File: src/rtl/filter_bank_sequencer.sv
// Frame sequencer for the 13-channel note filter bank: accepts one sample per frame,
// walks every tap through the sample buffer and coefficient ROM, then latches the sums.
module filter_bank_sequencer #(
  parameter int NUM_TAPS = 174,
  parameter int TAP_AW   = 8,
  parameter int BUF_AW   = 8,
  parameter int ROM_LAT  = 1
) (
  input  logic              clk,
  input  logic              resetn,
  input  logic              sample_valid,
  input  logic [31:0]       sample_in,
  output logic              sample_ready,
  output logic              buf_wr_en,
  output logic [BUF_AW-1:0] buf_wr_addr,
  output logic [31:0]       buf_wr_data,
  output logic [BUF_AW-1:0] buf_rd_addr,
  output logic [TAP_AW-1:0] coeff_addr,
  output logic              acc_clr,
  output logic              acc_en,
  output logic              mask_zero,
  output logic              result_latch,
  output logic [15:0]       frame_cnt
);

  typedef enum logic [1:0] {S_IDLE, S_RUN, S_DRAIN, S_LATCH} state_t;

  localparam int                FILL_W     = $clog2(NUM_TAPS + 1);
  localparam logic [TAP_AW-1:0] TAP_LAST   = TAP_AW'(NUM_TAPS - 1);
  localparam logic [FILL_W-1:0] FILL_MAX   = FILL_W'(NUM_TAPS);
  localparam logic [1:0]        DRAIN_LAST = 2'((ROM_LAT > 0) ? (ROM_LAT - 1) : 0);

  state_t              state_q, state_d;
  logic [BUF_AW-1:0]   wr_ptr_q, wr_ptr_d;
  logic [BUF_AW-1:0]   base_q, base_d;
  logic [FILL_W-1:0]   fill_q, fill_d;
  logic [TAP_AW-1:0]   tap_q, tap_d;
  logic [1:0]          drain_q, drain_d;
  logic [15:0]         frame_cnt_q, frame_cnt_d;
  logic [TAP_AW-1:0]   coeff_hold_q, coeff_hold_d;
  logic [BUF_AW-1:0]   rd_hold_q, rd_hold_d;

  logic                accept_s;
  logic                issue_s;
  logic                mask_s;
  logic                latch_s;
  logic [BUF_AW-1:0]   rd_addr_s;
  logic                pipe_en_s;
  logic                pipe_mask_s;

  // Tap k reads sample n-k, which only exists once fill > k.
  assign rd_addr_s = base_q - BUF_AW'(tap_q);
  assign mask_s    = (32'(tap_q) >= 32'(fill_q));

  always_comb begin
    state_d      = state_q;
    wr_ptr_d     = wr_ptr_q;
    base_d       = base_q;
    fill_d       = fill_q;
    tap_d        = tap_q;
    drain_d      = drain_q;
    frame_cnt_d  = frame_cnt_q;
    coeff_hold_d = coeff_hold_q;
    rd_hold_d    = rd_hold_q;
    accept_s     = 1'b0;
    issue_s      = 1'b0;
    latch_s      = 1'b0;
    case (state_q)
      S_IDLE: begin
        if (sample_valid) begin
          accept_s = 1'b1;
          base_d   = wr_ptr_q;
          wr_ptr_d = wr_ptr_q + BUF_AW'(1);
          fill_d   = (fill_q < FILL_MAX) ? (fill_q + FILL_W'(1)) : fill_q;
          tap_d    = '0;
          state_d  = S_RUN;
        end else begin
          state_d = S_IDLE;
        end
      end
      S_RUN: begin
        issue_s      = 1'b1;
        coeff_hold_d = tap_q;
        rd_hold_d    = rd_addr_s;
        tap_d        = tap_q + TAP_AW'(1);
        drain_d      = 2'd0;
        if (tap_q == TAP_LAST) begin
          state_d = (ROM_LAT > 0) ? S_DRAIN : S_LATCH;
        end else begin
          state_d = S_RUN;
        end
      end
      S_DRAIN: begin
        if (drain_q == DRAIN_LAST) begin
          state_d = S_LATCH;
        end else begin
          drain_d = drain_q + 2'd1;
        end
      end
      S_LATCH: begin
        latch_s     = 1'b1;
        frame_cnt_d = frame_cnt_q + 16'd1;
        state_d     = S_IDLE;
      end
      default: state_d = S_IDLE;
    endcase
  end

  always_ff @(posedge clk) begin
    if (!resetn) begin
      state_q      <= S_IDLE;
      wr_ptr_q     <= '0;
      base_q       <= '0;
      fill_q       <= '0;
      tap_q        <= '0;
      drain_q      <= 2'd0;
      frame_cnt_q  <= 16'd0;
      coeff_hold_q <= '0;
      rd_hold_q    <= '0;
    end else begin
      state_q      <= state_d;
      wr_ptr_q     <= wr_ptr_d;
      base_q       <= base_d;
      fill_q       <= fill_d;
      tap_q        <= tap_d;
      drain_q      <= drain_d;
      frame_cnt_q  <= frame_cnt_d;
      coeff_hold_q <= coeff_hold_d;
      rd_hold_q    <= rd_hold_d;
    end
  end

  // Issue/mask pair delayed to line up with the products reaching the accumulators.
  if (ROM_LAT == 0) begin : g_nolat
    assign pipe_en_s   = issue_s;
    assign pipe_mask_s = mask_s;
  end else begin : g_lat
    logic [ROM_LAT-1:0] en_pipe_q, en_pipe_d;
    logic [ROM_LAT-1:0] mask_pipe_q, mask_pipe_d;

    always_comb begin
      en_pipe_d      = en_pipe_q << 1;
      en_pipe_d[0]   = issue_s;
      mask_pipe_d    = mask_pipe_q << 1;
      mask_pipe_d[0] = mask_s;
    end

    always_ff @(posedge clk) begin
      if (!resetn) begin
        en_pipe_q   <= '0;
        mask_pipe_q <= '0;
      end else begin
        en_pipe_q   <= en_pipe_d;
        mask_pipe_q <= mask_pipe_d;
      end
    end

    assign pipe_en_s   = en_pipe_q[ROM_LAT-1];
    assign pipe_mask_s = mask_pipe_q[ROM_LAT-1];
  end

  assign sample_ready = resetn & (state_q == S_IDLE);
  assign buf_wr_en    = resetn & accept_s;
  assign acc_clr      = resetn & accept_s;
  assign buf_wr_addr  = resetn ? wr_ptr_q : '0;
  assign buf_wr_data  = resetn ? sample_in : 32'd0;
  assign buf_rd_addr  = !resetn ? '0 : (issue_s ? rd_addr_s : rd_hold_q);
  assign coeff_addr   = !resetn ? '0 : (issue_s ? tap_q : coeff_hold_q);
  assign acc_en       = resetn & pipe_en_s;
  assign mask_zero    = resetn & pipe_en_s & pipe_mask_s;
  assign result_latch = resetn & latch_s;
  assign frame_cnt    = resetn ? frame_cnt_q : 16'd0;

endmodule

File: config.mk
export PLATFORM = sky130hd
export DESIGN_NAME = filter_bank_sequencer
export DESIGN_NICKNAME = d
export VERILOG_FILES = /design/src/rtl/filter_bank_sequencer.sv
export SDC_FILE = /design/constraint.sdc
export NUM_CORES = 1
export LEC_CHECK = 0
export CAP_MARGIN = 10
export CORE_ASPECT_RATIO = 2
export CORE_MARGIN = 2
export CORE_UTILIZATION = 49
export DETAILED_ROUTE_END_ITERATION = 12
export PLACE_DENSITY = 0.91
export SETUP_SLACK_MARGIN = 0.4
export SLEW_MARGIN = 15
export SYNTH_ARGS = -nofsm -noshare
export SYNTH_HDL_FRONTEND = slang
export SYNTH_SLANG_ARGS = --single-unit
File: constraint.sdc
create_clock -name clk -period 2.6 [get_ports clk]
set_clock_uncertainty 0.05 [all_clocks]
set_input_delay 0.26 -clock clk [delete_from_list [all_inputs] [get_ports clk]]
set_output_delay 0.26 -clock clk [all_outputs]
set_load 0.005 [all_outputs]
==> summary.md <==
| Metric | Value |
|---|---|
| Final Hold Fails | `0` |
| Detailed router's first-iteration violation count | `between 300 and 400` |
| Standard-cell row count | `47` |
| Total iterations of the first detailed-routing run | `5` |
| Type of the tightest min-delay check | `in2reg` |
| Routed wire per std cell | `18.6 µm` |
| Setup TNS after final layout | `-0.102 ns` |
| Share of cells above drive strength 1 | `a little under a fifth` |
| Endpoint kind of the worst setup timing path | `output pin` |
| Status | `finished, violations left` |
| TritonCTS buffer count | `9` |
| Proportion of power drawn by the clock network | `46.5%` |
| Sw Ratio | `23.6%` |
| Max Root-Sink Buffers | `2` |
| Top cell types by occurrence after synthesis | `and2_1 (85), dfxtp_1 (70), nand2_1 (57)` |
| Critical Path Slowest Stage Cell | `fa_2` |
| Part of the total power dissipated in sequential elements | `37.3%` |
| Startpoint class of the critical path | `register` |
| Buffer type at the clock tree root | `clkbuf_16` |
| Net count after synthesis | `roughly 550` |
| Measured slew at the worst slew-check pin | `approximately 0.75 ns` |
| Fillers | `slightly above 500` |
| Number of enable-type register cells in the synthesized netlist | `0` |
| Die outline height | `between 100 and 150 µm` |
| Area of the core | `around 8200 µm²` |
| Avg Cell Area, Syn | `8.33 µm²` |
| Chip width | `68.6 µm` |
| Number of buffers inserted for hold repair after clock tree synthesis | `0` |
| Final #Nets | `between 600 and 700` |
| Final global-route overflow total | `0` |
| Worst endpoint data arrival time | `roughly 2.4 ns` |
| Peak Freq | `374 MHz` |
| Netlist area before placement | `4090 µm²` |
| Starting density of the core | `between 50% and 60%` |
| Number of design rule violations left after detail routing | `0` |
| Cell-internal power | `2.29 mW` |
| DP Cell Count | `approximately 690` |
| Unrepaired setup endpoints after global routing | `true` |
| Insertion delay of the later-clocked pin in the worst-skew pair | `~0.35 ns` |
| Cells along the critical path | `inv_2 > ha_4 > inv_2 > fa_2 > a21o_1 > a211oi_2 > nor2_1 > or3_1 > nand3_1 > buf_2` |
| Synthesized netlist cell count | `491` |
| Violated checks | `setup timing` |
| Number of antenna diodes | `0` |
| Post-detailed-route count of antenna-violating nets | `0` |
| Deepest level of the CTS H-tree | `3` |
| Final setup violation count | `2` |
| Minimum period implied by the final worst setup slack | `2.67 ns` |
| Prevailing post-synth register cell | `dfxtp_1` |
| Buffers on Ports | `about 110` |
| Layout Area Growth over Synthesis | `50.1%` |
| Slew Limit Headroom | `49.6%` |
| Number of distinct library cells after synthesis | `48` |
| Net Sw Power | `about 0.7 mW` |
| Async set-reset flop share out of synthesis | `0%` |
| Share of power burned in combinational logic | `between 10% and 20%` |
| Area share of the largest cell type after synthesis | `~34%` |
| CTS tree | `yes` |
| Standby leakage power | `2.57 nW` |
| Number of warning messages in the yosys log | `0` |
| Maximum number of pins on one net before global-route repair | `50` |
| Number of non-filler instances in the completed layout | `between 700 and 800` |
| Pre-CTS WS | `-0.169 ns` |
| Ports | `113` |
| Maximum VDD drop | `between 0.0005 and 0.0006 V` |
| Antenna violations before repair | `0` |
| Pwr Density | `488 nW/µm²` |
| Cell repeated most along the worst path | `inv_2` |
| Final standard cell utilization of the core | `approximately three quarters` |
| Wire length of the first global-routing pass | `just under 20000 µm` |
| Register area share after synthesis | `around 34%` |
| Number of maximum-capacitance constraint violations | `0` |
| Total track usage | `28.4%` |
| RePlAce Congestion | `0.844` |
| Final HPWL DP | `around 8000 µm` |
| Final wirelength | `around 14000 µm` |
| Pins Over Slew Limit | `0` |
| Leading post-synthesis cells by cell area | `dfxtp_1 (34%), and2_1 (13%), ha_1 (6.7%), a21boi_0 (5.3%), nand2_1 (5.2%)` |
| Min setup slack post-route | `-0.0731 ns` |
| Worst setup path category | `reg2out` |
| Total power after layout | `around 3.0 mW` |
| Delay of the slowest critical-path stage | `0.35 ns` |
| Clk pin slew, worst setup/hold paths | `0.05 ns` |
| Required time of the critical path | `between 2 and 2.5 ns` |
| Floorplan die area | `approximately 9000 µm²` |
| Number of synthesized register bits | `70` |
| Total via count after detailed routing | `4285` |
| Peak fanout along the critical path | `2` |
| Average via count per standard cell | `approximately 5.8` |
| Fin crit share | `103%` |
| Cell with the most instances after synthesis | `and2_1` |
| Via count of the first global-routing pass | `a little over 4000` |
| Library cell occupying the most area in the post-synthesis netlist | `dfxtp_1` |
| Sinks on the clock net | `70` |
-- registers in the layout, indices dropped and copies added, names as in the netlist, named ones only --
name	flops
frame_cnt_q	16
fill_q	8
tap_q	8
base_q	8
state_q	1
rd_hold_q	8
drain_q	2
coeff_hold_q	8
wr_ptr_q	8
g_lat.mask_pipe_q	1
g_lat.en_pipe_q	1
-- routing by layer --
layer / wire, µm / GRT usage [%]
met1: 4670 / 28.2
met4: 975 / 18.9
met5: 0 / 0
met3: 840 / 5.66
met2: 7240 / 49.9
-- area by class of cell --
type | count | area, µm² | share of cell area, %
Multi-Input combinational cell | 372 | 2700 | 44.0
Timing Repair Buffer | 159 | 1480 | 24.1
Sequential cell | 70 | 1420 | 23.1
Clock buffer | 13 | 270 | 4.41
Tap cell | 98 | 123 | 2.00
Inverter | 21 | 78.8 | 1.28
Clock inverter | 3 | 65.1 | 1.06
-- placed cells by master, fill, tap and decap left out, drive strengths merged, types with 5 or more instances in the layout --
cell            n
o21a            5
nand2          57
clkbuf         14
xor2            6
a21oi           8
o21ai          13
nor3b           5
dfxtp          70
a21o            7
o211a           5
nand3          23
and2           85
and3            7
xnor2          21
buf            53
dlymetal6s2s    5
nor3            6
ha             22
nor2           14
inv            21
clkdlybuf4s50  96
nand4          10
a21boi         31
nor2b           9
-- power by group through the flow --
stage	Sequential [mW]	Clock [mW]	Combinational, mW
after floorplan	1.14	0	0.188
after global placement	1.14	0	0.359
after detailed placement	1.14	0	0.371
after CTS	1.12	1.37	0.428
after global routing	1.12	1.43	0.517
final	1.12	1.39	0.484
-- final timing paths --
path                                start                            to  slack [ns]  cells after the start
max                base_q[0]$_SDFFE_PN0P_                buf_rd_addr[6]       -0.07                     10
min                                resetn     rd_hold_q[1]$_SDFFE_PN0P_        0.31                      2
max reg2reg        base_q[0]$_SDFFE_PN0P_     rd_hold_q[2]$_SDFFE_PN0P_       -0.03                     16
min reg2reg  coeff_hold_q[1]$_SDFFE_PN0P_  coeff_hold_q[1]$_SDFFE_PN0P_        0.43                      2
-- critical path, delay by kind of cell, from the launching register on --
kind | cells | cell delay [ns]
AND/OR/NAND/NOR | 3 | 0.54
adder cells (fa/ha/maj) | 2 | 0.48
AO/OA/AOI/OAI | 2 | 0.41
flip-flops | 1 | 0.33
buffers and inverters | 3 | 0.25
-- cells by family (layout without fill, tap and decap cells) --
group           after synthesis  count (layout)  share of synthesized area (%)
compound gates               86              86                           14.9
xor+xnor                     27              27                           5.79
fa+ha+maj                    23              23                           7.22
buf+inv                      49             196                           4.99
flops                        70              70                           34.3
mux                           3               3                          0.735
simple gates                233             233                           32.0
-- repair_timing --
action	CTS	global route
pin swaps	12	15
endpoints found under the hold margin	0	0
gates resized for setup	49	48
buffers inserted	15	13
endpoints found under the setup margin	18	16
cloned	0	0
-- stage by stage --
stage / area, µm² / hold slack, ns
after floorplan: 4090 / 0.393
after global placement: 5350 / 0.404
after detailed placement: 5350 / 0.414
after CTS: 5900 / 0.302
after global routing: 6130 / 0.337
final: 6130 / 0.311
No activity file was read; power rests on OpenSTA's default activity.
